<file path="src/rtl/qos_aging_rr_arbiter_if.sv">
// Request/grant bundle between the per-core request ports and the QoS arbiter.
//  req_valid_i  per-requester beat valid
//  req_level_i  2-bit QoS level per requester, bits [2i+1:2i]
//  req_last_i   last beat of requester i's current transaction
//  req_ready_o  beat accepted from requester i
//  grant_o      one-hot owner (zero when idle), grant_valid_o = |grant_o
//  grant_idx_o  owner index, grant_level_o owner level captured at grant
//  boosted_o    current grant was won through aging
// slave  : arbiter side
// master : requester side
interface qos_aging_rr_arbiter_if #(
  parameter int NUM_REQ = 4
);
  localparam int IDX_W = (NUM_REQ > 1) ? $clog2(NUM_REQ) : 1;

  logic [NUM_REQ-1:0]   req_valid_i;
  logic [2*NUM_REQ-1:0] req_level_i;
  logic [NUM_REQ-1:0]   req_last_i;
  logic [NUM_REQ-1:0]   req_ready_o;
  logic [NUM_REQ-1:0]   grant_o;
  logic                 grant_valid_o;
  logic [IDX_W-1:0]     grant_idx_o;
  logic [1:0]           grant_level_o;
  logic                 boosted_o;

  modport slave (
    input  req_valid_i, req_level_i, req_last_i,
    output req_ready_o, grant_o, grant_valid_o, grant_idx_o, grant_level_o, boosted_o
  );

  modport master (
    output req_valid_i, req_level_i, req_last_i,
    input  req_ready_o, grant_o, grant_valid_o, grant_idx_o, grant_level_o, boosted_o
  );
endinterface

</file>
<file path="src/rtl/qos_aging_rr_arbiter.sv">
// QoS arbiter with round-robin tie break and anti-starvation aging.
// Picks the highest effective priority among valid requesters (aged requesters
// outrank CRITICAL), breaks ties round-robin from rr_ptr, then holds the grant
// until the owner's last beat transfers.
// Ports:
//  clk_i  clock
//  rst_ni async active-low reset
//  bus    request/grant bundle (slave side)

// Per-requester saturating wait counter.
module qos_age_cnt #(
  parameter int AGE_W = 4
) (
  input  logic             clk_i,
  input  logic             rst_ni,
  input  logic             clr,   // won arbitration this cycle
  input  logic             inc,   // waiting (valid and not the active owner)
  output logic [AGE_W-1:0] age
);
  always_ff @(posedge clk_i or negedge rst_ni) begin
    if (!rst_ni)             age <= '0;
    else if (clr)            age <= '0;
    else if (inc) begin
      if (age != '1)         age <= age + 1'b1;
    end
    else                     age <= '0;
  end
endmodule

module qos_aging_rr_arbiter #(
  parameter int NUM_REQ    = 4,
  parameter int AGE_W      = 4,
  parameter int AGE_THRESH = 8
) (
  input  logic                  clk_i,
  input  logic                  rst_ni,
  qos_aging_rr_arbiter_if.slave bus
);
  localparam int IDX_W = (NUM_REQ > 1) ? $clog2(NUM_REQ) : 1;

  typedef enum logic {IDLE, BUSY} state_t;

  state_t               state_q, state_d;
  logic [NUM_REQ-1:0]   grant_q, grant_d;
  logic [IDX_W-1:0]     idx_q, idx_d;
  logic [1:0]           level_q, level_d;
  logic                 boost_q, boost_d;
  logic [IDX_W-1:0]     rr_q, rr_d;

  logic [NUM_REQ-1:0][AGE_W-1:0] age;
  logic [NUM_REQ-1:0][2:0]       eff;

  logic             win_found;
  logic [IDX_W-1:0] win_idx;
  logic [2:0]       win_eff;
  logic             last_xfer;

  // Effective priority: 4 once aged past the threshold, else the QoS level.
  // Age counters, one instance per requester.
  for (genvar i = 0; i < NUM_REQ; i++) begin : g_req
    logic clr, inc;
    assign eff[i] = (age[i] >= AGE_W'(AGE_THRESH)) ? 3'd4
                                                  : {1'b0, bus.req_level_i[2*i +: 2]};
    assign clr = (state_q == IDLE) && win_found && (win_idx == IDX_W'(i));
    assign inc = bus.req_valid_i[i] && !((state_q == BUSY) && (idx_q == IDX_W'(i)));
    qos_age_cnt #(.AGE_W(AGE_W)) u_age (
      .clk_i  (clk_i),
      .rst_ni (rst_ni),
      .clr    (clr),
      .inc    (inc),
      .age    (age[i])
    );
  end

  // Scan from rr_ptr upward with wrap; strict '>' keeps the first index found
  // on ties, which is what gives round-robin fairness within a level.
  always_comb begin
    int j;
    j         = 0;
    win_found = 1'b0;
    win_idx   = '0;
    win_eff   = '0;
    for (int k = 0; k < NUM_REQ; k++) begin
      j = int'(rr_q) + k;
      if (j >= NUM_REQ) j = j - NUM_REQ;
      if (bus.req_valid_i[j] && (!win_found || eff[j] > win_eff)) begin
        win_found = 1'b1;
        win_idx   = IDX_W'(j);
        win_eff   = eff[j];
      end
    end
  end

  assign last_xfer = (state_q == BUSY) && bus.req_valid_i[idx_q] && bus.req_last_i[idx_q];

  always_comb begin
    state_d = state_q;
    grant_d = grant_q;
    idx_d   = idx_q;
    level_d = level_q;
    boost_d = boost_q;
    rr_d    = rr_q;
    case (state_q)
      IDLE: begin
        if (win_found) begin
          state_d = BUSY;
          grant_d = NUM_REQ'(1) << win_idx;
          idx_d   = win_idx;
          level_d = bus.req_level_i[2*win_idx +: 2];
          boost_d = (win_eff == 3'd4);
        end
      end
      BUSY: begin
        // Owner dropping valid just stalls; only the last beat releases.
        if (last_xfer) begin
          state_d = IDLE;
          grant_d = '0;
          idx_d   = '0;
          level_d = '0;
          boost_d = 1'b0;
          rr_d    = (int'(idx_q) == NUM_REQ-1) ? '0 : idx_q + 1'b1;
        end
      end
      default: state_d = IDLE;
    endcase
  end

  always_ff @(posedge clk_i or negedge rst_ni) begin
    if (!rst_ni) begin
      state_q <= IDLE;
      grant_q <= '0;
      idx_q   <= '0;
      level_q <= '0;
      boost_q <= 1'b0;
      rr_q    <= '0;
    end else begin
      state_q <= state_d;
      grant_q <= grant_d;
      idx_q   <= idx_d;
      level_q <= level_d;
      boost_q <= boost_d;
      rr_q    <= rr_d;
    end
  end

  assign bus.req_ready_o   = (state_q == BUSY) ? (bus.req_valid_i & grant_q) : '0;
  assign bus.grant_o       = grant_q;
  assign bus.grant_valid_o = |grant_q;
  assign bus.grant_idx_o   = idx_q;
  assign bus.grant_level_o = level_q;
  assign bus.boosted_o     = boost_q;
endmodule

</file>
<file path="src/flat_wrapper.sv">
// flat-port wrapper written by rule: the top's interface ports become plain ports
module qos_aging_rr_arbiter_flat 
#(
  parameter int NUM_REQ    = 4,
  parameter int AGE_W      = 4,
  parameter int AGE_THRESH = 8
)
  (clk_i, rst_ni, bus_req_valid_i, bus_req_level_i, bus_req_last_i, bus_req_ready_o, bus_grant_o, bus_grant_valid_o, bus_grant_idx_o, bus_grant_level_o, bus_boosted_o);
  qos_aging_rr_arbiter_if #(.NUM_REQ(NUM_REQ)) bus_i ();
  input  logic clk_i;
  input  logic rst_ni;
  input wire logic [$bits(bus_i.req_valid_i)-1:0] bus_req_valid_i;
  input wire logic [$bits(bus_i.req_level_i)-1:0] bus_req_level_i;
  input wire logic [$bits(bus_i.req_last_i)-1:0] bus_req_last_i;
  output wire logic [$bits(bus_i.req_ready_o)-1:0] bus_req_ready_o;
  output wire logic [$bits(bus_i.grant_o)-1:0] bus_grant_o;
  output wire logic [$bits(bus_i.grant_valid_o)-1:0] bus_grant_valid_o;
  output wire logic [$bits(bus_i.grant_idx_o)-1:0] bus_grant_idx_o;
  output wire logic [$bits(bus_i.grant_level_o)-1:0] bus_grant_level_o;
  output wire logic [$bits(bus_i.boosted_o)-1:0] bus_boosted_o;
  assign bus_i.req_valid_i = bus_req_valid_i;
  assign bus_i.req_level_i = bus_req_level_i;
  assign bus_i.req_last_i = bus_req_last_i;
  assign bus_req_ready_o = bus_i.req_ready_o;
  assign bus_grant_o = bus_i.grant_o;
  assign bus_grant_valid_o = bus_i.grant_valid_o;
  assign bus_grant_idx_o = bus_i.grant_idx_o;
  assign bus_grant_level_o = bus_i.grant_level_o;
  assign bus_boosted_o = bus_i.boosted_o;
  qos_aging_rr_arbiter #(.NUM_REQ(NUM_REQ), .AGE_W(AGE_W), .AGE_THRESH(AGE_THRESH)) u_core (.clk_i(clk_i), .rst_ni(rst_ni), .bus(bus_i));
endmodule
</file>
<file path="config.mk">
export PLATFORM = sky130hd
export DESIGN_NAME = qos_aging_rr_arbiter_flat
export DESIGN_NICKNAME = d
export VERILOG_FILES = /design/src/rtl/qos_aging_rr_arbiter_if.sv /design/src/rtl/qos_aging_rr_arbiter.sv /design/src/flat_wrapper.sv
export SDC_FILE = /design/constraint.sdc
export NUM_CORES = 1
export LEC_CHECK = 0
export ABC_AREA = 1
export CAP_MARGIN = 20
export CELL_PAD_IN_SITES_DETAIL_PLACEMENT = 0
export CELL_PAD_IN_SITES_GLOBAL_PLACEMENT = 1
export CORE_UTILIZATION = 35
export DETAILED_ROUTE_END_ITERATION = 7
export HOLD_SLACK_MARGIN = 0.06
export PLACE_DENSITY = 0.74
export SLEW_MARGIN = 10
export SYNTH_ARGS = -nofsm -noshare
export SYNTH_HDL_FRONTEND = slang
export SYNTH_SLANG_ARGS = --single-unit
export TNS_END_PERCENT = 1
</file>
<file path="constraint.sdc">
create_clock -name clk_i -period 5.8 [get_ports clk_i]
set_input_delay 1.16 -clock clk_i [delete_from_list [all_inputs] [get_ports clk_i]]
set_output_delay 1.16 -clock clk_i [all_outputs]
set_load 0.02 [all_outputs]
</file>
==> out/summary.txt <==
status: complete, no violations
number of global-route vias before repair: 2294
growth of design area from synthesis to finish: 20.18%
R2R cell count: 32
CTS tree: built
Mapped Area: 2610 um2
largest net degree at the start of global routing: 29
Detail Route Antenna Nets: 0
routed wire length per instance: 13.66 um
placed insts: 483
filler cell count: 770
Crit path required time: 6.02 ns
ant diodes: 0
largest area contributor in the netlist: dfrtp_1
Finish-stage setup viols: 0
Yosys warnings: 0
Syn Nets: 393
Slew Limit Fails: 0
Min-Delay Path Depth: 2
ys async rst share: 100.0%
#FFs+latches synth: 28
largest fanout on the critical path: 8
post-synth top area share: 26.85%
first-pass GRT wire length: 11.15 mm
Num CTS Buffers: 3
site row count: 31
Largest stage delay, worst path: 0.52 ns
unrepaired setup endpoints after global routing: false
DP HPWL: 5.462 mm
PortBufs: 31
setup slack, reg-to-reg: 0.69 ns
final instance area: 3137 um2
fin crit share: 92.47%
WS Path Type: input pin to flip-flop
placed cell areas: 3038 um2
min Tclk post-route: 5.363 ns
Slew headroom: 49.98%
DRC Markers: 0
initial core utilization: 36.18%
number of vias per cell: 5.002
post-route insts no fill: 488
most common cell after layout, fill and taps aside: nand2_1
via count: 2441
commonest register cell after synthesis: dfrtp_1
CTS Sinks: 28
final estimated routing congestion in global placement: 0.8974
Die W: 88.36 um
die span in y: 88.36 um
EDFF count, synth: 0
total grt overflow: 0
clock-pin slew on the worst setup and hold paths: 0.09 ns
Worst Tran Pin Value: 0.7477 ns
Crit path top cell by count: nand2_1
clk_skew: 0.007847 ns
Layout Nets: 429
Routed WL: 6.664 mm
Clock Tree Buf Depth: 2
drt pass-1 iters: 4
worst-skew pair later-pin latency: 0.28 ns
initial drt markers: 87
most frequent cells in the layout: nand2_1, inv_1, nand3_1, clkdlybuf4s50_1
Fin. Hold Viols: 0
HP Class: flip-flop to flip-flop
synth unique cells: 41
share of cells above drive strength 1: 15.42%
GRT Util Overall: 18.38%
critical path's slowest cell: clkdlybuf4s50_1
Post-Syn Area per Cell: 7.373 um2
Synth area leaders: dfrtp_1, ha_1, nand2_1, nand3_1, inv_1
die area: 7807 um2
CTS Hold Bufs: 0
H-tree Lvls: 1
Fmax: 0.1864 GHz
crit path capture type: flip-flop
Seq/Total Area, Yosys: 26.85%
Mapped Cells: 354
antenna violations before repair: 0
core footprint: 7214 um2
CTS root buf: clkbuf_8
WP data arrival: 5.58 ns
Critical Path Start Type: input pin
I/O Pins: 32
maximum capacitance violations: 0
sequential cells by signal, summed over array words and instances (netlist names):
register,flops
u_core.state_q,1
u_core.bus.grant_idx_o,2
u_core.bus.grant_o,4
u_core.rr_q,2
u_core.bus.boosted_o,1
u_core.g_req.u_age.age,16
u_core.bus.grant_level_o,2
Yosys cell counts (all sizes together) (4+ instances only):
cell and instances:
xor2 7, buf 6, nand3 43, nand2 92, dfrtp 28, nor2 16
o2111ai 4, ha 21, o21ai 38, nand4 4, nor3 7, inv 51
a21oi 17
critical path: cells and delay by family:
family                   cells  cell delay (ns)
AND/OR/NAND/NOR             22             1.92
buffers and inverters        3             0.66
AO/OA/AOI/OAI                8             0.92
adder cells (fa/ha/maj)      3             0.93
cells by family after synthesis:
logic type               after synthesis  synth area share, %
buffers and inverters                 58                9.396
adder cells (fa/ha/maj)               21                10.07
AO/OA/AOI/OAI                         73                17.02
flip-flops                            28                26.85
XOR/XNOR                               8                2.972
AND/OR/NAND/NOR                      166                33.70
through the flow:
step                setup WS, ns  utilization, %  hold WS [ns]  TNS, ns
finish                    0.4366           43.48        0.5017        0
global route             0.01607           43.48        0.5392        0
CTS                       0.2423           43.10        0.5052        0
detailed placement      -0.03834           42.11        0.4827  -0.2702
global placement         0.02495           42.11        0.4855        0
floorplan                  1.109               -        0.5418        0
per-layer routing:
metal | global-route usage [%] | part of all wire, % | vias up
met1 | 26.20 | 49 | 1134
met5 | 0 | 0 | -
met4 | 4.985 | 1.7 | 0
li1 | - | - | 1251
met3 | 0.9328 | 2.4 | 12
met2 | 30.35 | 47 | 44
final timing paths:
path	start	to
max	bus_req_valid_i[1]	u_core.bus.grant_level_o[1]
max in group asynchronous	rst_ni	u_core.g_req[0].u_age.age[0]
min in group asynchronous	rst_ni	u_core.g_req[3].u_age.age[0]
min	u_core.bus.grant_level_o[1]	u_core.bus.grant_level_o[1]
max reg2reg	u_core.rr_q[0]	u_core.bus.grant_level_o[1]
min reg2reg	u_core.bus.grant_level_o[1]	u_core.bus.grant_level_o[1]
final cells by class:
class                      instances  area, um2  share of cell area, %
clock buffer                       3      41.29                  1.316
clock inverter                     1      30.03                 0.9573
inverter                          51      193.9                  6.183
multi-input combinational        268       1682                  53.61
sequential                        28      700.7                  22.34
tap                               99      123.9                  3.949
timing repair buffer              38      365.4                  11.65
what timing repair did:
action	CTS	global route
gates resized for setup	0	7
endpoints found under the setup margin	0	23
setup buffers	0	1
Power is not shown: default switching activity piles up to over one toggle a cycle in this logic, so the estimate is an artifact.
==> RTL edit, RTL diff (same settings) <==
Reset style: synchronous (`rst_ni`), changed in 2 clocked blocks. Comments in the files are not updated.
--- a/src/rtl/qos_aging_rr_arbiter.sv
+++ b/src/rtl/qos_aging_rr_arbiter.sv
@@ -19,3 +19,3 @@
 );
-  always_ff @(posedge clk_i or negedge rst_ni) begin
+  always_ff @(posedge clk_i) begin
     if (!rst_ni)             age <= '0;
@@ -127,3 +127,3 @@
 
-  always_ff @(posedge clk_i or negedge rst_ni) begin
+  always_ff @(posedge clk_i) begin
     if (!rst_ni) begin
Check against the original RTL: differs if rst_ni is asserted again (counterexample within 4 cycles, from zero or initial values and one cycle with rst_ni low); with rst_ni held inactive, the same outputs for 4 cycles.
==> RTL edit against the original RTL <==
  * Final cell count is 2.0% lower
  * Final area is 6.3% lower
  * Worst setup slack lost 0.0095 ns
  * Wire length is 6.8% lower
  * Critical path depth down 1
  * Sequential cell count is the same
  * Global-route usage down 0.22 points
  * Sequential share of layout area decreased by 3.3 points
  * Area after synthesis shrank 7.2%
  * Synthesized cell count rose by 3.4%
  * Via count decreased by 2.2%
==> RTL edit: results (changes against the original RTL) <==
run status: complete, no violations
final net count: 442 (+3.0%)
dpl hpwl: 5.12 mm (-6.3%)
pin count of the biggest net entering global routing: 23 (-21%)
Clock Root Buffer: clkbuf_8
TritonCTS Buffers: 3 (unchanged)
Reg clk slew, reported paths: 0.09 ns (about the same)
Ant. Diodes: 0 (unchanged)
Worst Max-Slew Pin Slew: 0.595 ns (-0.153 ns)
crit path max-delay cell type: clkdlybuf4s50_1
H-tree level count: 1 (unchanged)
max FFs per register: 16 (unchanged)
DP Area: 0.00284 mm^2 (-6.4%)
all-layer global routing usage: 18.2% (-0.22 points)
family with the most delay on the worst path: simple AND/OR/NAND/NOR gates
CTS Buffer Depth: 2 (unchanged)
Port-buffer cells: 31 (unchanged)
async set-reset flop share out of synthesis: 0% (-100 points)
Unique masters post-synth: 37 (-9.8%)
Critical Path Fanout Max: 8 (unchanged)
Clock Skew: 0.00557 ns (-0.00228 ns)
vias in the first global route: 2,246 (-2.1%)
Post-synth top cells: 65 x nand2_1, 46 x nor2_1, 44 x inv_1, 34 x nand3_1
VDD IR max: 0.205 mV
first-pass GRT wire length: 10.6 mm (-5.3%)
largest cells by area after synthesis: dfxtp_1 23%, ha_1 11%, nand2_1 10%
Skew-Pair Late Insertion Delay: 0.27 ns
antenna violations before repair: 0 (unchanged)
Worst path max stage delay: 0.51 ns
drt pass-1 iters: 4 (unchanged)
wirelength, routed: 6.21 mm (-6.8%)
Post-synth EDFFs: 0 (unchanged)
leakage power: 0.00128 uW
Via density: 4.99 (-0.17%)
Seq/Total Area, Yosys: 23.1% (-3.7 points)
gpl congestion: 0.848 (-5.5%)
Synth Warn #: 0 (unchanged)
Mapped Nets: 405 (+3.1%)
Hold Crit Class: reg -> reg
DRC marker count from the first detailed-route iteration: 79 (-9.2%)
data arrival time of the worst path: 5.53 ns (-0.05 ns)
Reg with most FFs: u_core.g_req.u_age.age
layout cell share with drive strength beyond 1: 14.2% (-1.2 points)
[RTL edit: cell types whose count changed in the layout (fill, tap and decap cells not counted), moves of 3 or more]
cell       delta
nor2_1       +33
dfrtp_1      -28
dfxtp_1      +28
a21oi_1      +10
nand3_1       -5
inv_2         -4
nand2_1       -4
o2111ai_1     -4
o21ai_0       -4
xor2_1        -4
a21oi_2       +3
a22oi_1       +3
a31oi_1       -3
[RTL edit: worst min-delay path, delay by kind of cell (launching register included)]
kind | cells | cell delay (ns)
flops | 1 | 0.32
simple gates | 1 | 0.06
compound gates | 1 | 0.06
[RTL edit: report_power, final]
group | switching, uW | internal [uW]
clock network | 57.2 | 46.6
logic | 794 | 454
registers | 36.7 | 233
[RTL edit: final timing paths]
kind,start,to,slack (ns),cells past startpoint
worst max-delay path,bus_req_valid_i[2],u_core.bus.grant_level_o[1]$_SDFFE_PN0P_,0.43,35
worst min-delay path,u_core.bus.boosted_o$_SDFFE_PN0P_,u_core.bus.boosted_o$_SDFFE_PN0P_,0.48,2
worst max register to register,u_core.rr_q[0]$_SDFFE_PN0P_,u_core.bus.grant_level_o[1]$_SDFFE_PN0P_,0.91,31
worst min register to register,u_core.bus.boosted_o$_SDFFE_PN0P_,u_core.bus.boosted_o$_SDFFE_PN0P_,0.48,2
[RTL edit: per-layer routing]
layer / up-vias / track usage [%] / wire length (um)
li1: 1266 / - / -
met2: 37 / 30.7 / 2790
met5: - / 0 / 0
met1: 1082 / 25.4 / 3210
met3: 2 / 2.43 / 195
met4: 0 / 1.85 / 16
[RTL edit: through the flow]
step	utilization, %	TNS (ns)	setup WS, ns	std cells
final	45.0	0	0.427	478
after global routing	45.0	0	0.00766	478
after CTS	44.2	0	0.250	477
after detailed placement	43.5	-0.223	-0.0341	474
after global placement	43.5	0	0.0344	474
after floorplan	-	0	0.977	366
[RTL edit: cells by family (layout without fill, tap and decap cells)]
logic type               count (synthesis)  after routing  synth area share (%)
AO/OA/AOI/OAI                           76             76                  17.9
XOR/XNOR                                 5              5                  2.12
adder cells (fa/ha/maj)                 21             21                  10.8
buffers and inverters                   55             90                  9.25
flip-flops                              28             28                  23.1
AND/OR/NAND/NOR                        181            181                  36.8
[RTL edit: cell type report]
class / instances / area [um^2]
repair buffers: 40 / 380
multi-input cells: 283 / 1680
inverters: 47 / 179
flip-flops and latches: 28 / 561
clock buffers: 3 / 41.3
well taps: 77 / 96.3
fillers: 710 / 3590
[RTL edit: repair_timing]
| action | CTS | global route |
|---|---|---|
| hold buffers | 0 | 0 |
| gates resized for setup | 0 | 14 |
| setup buffers | 0 | 1 |
| setup endpoints to repair | 0 | 23 |
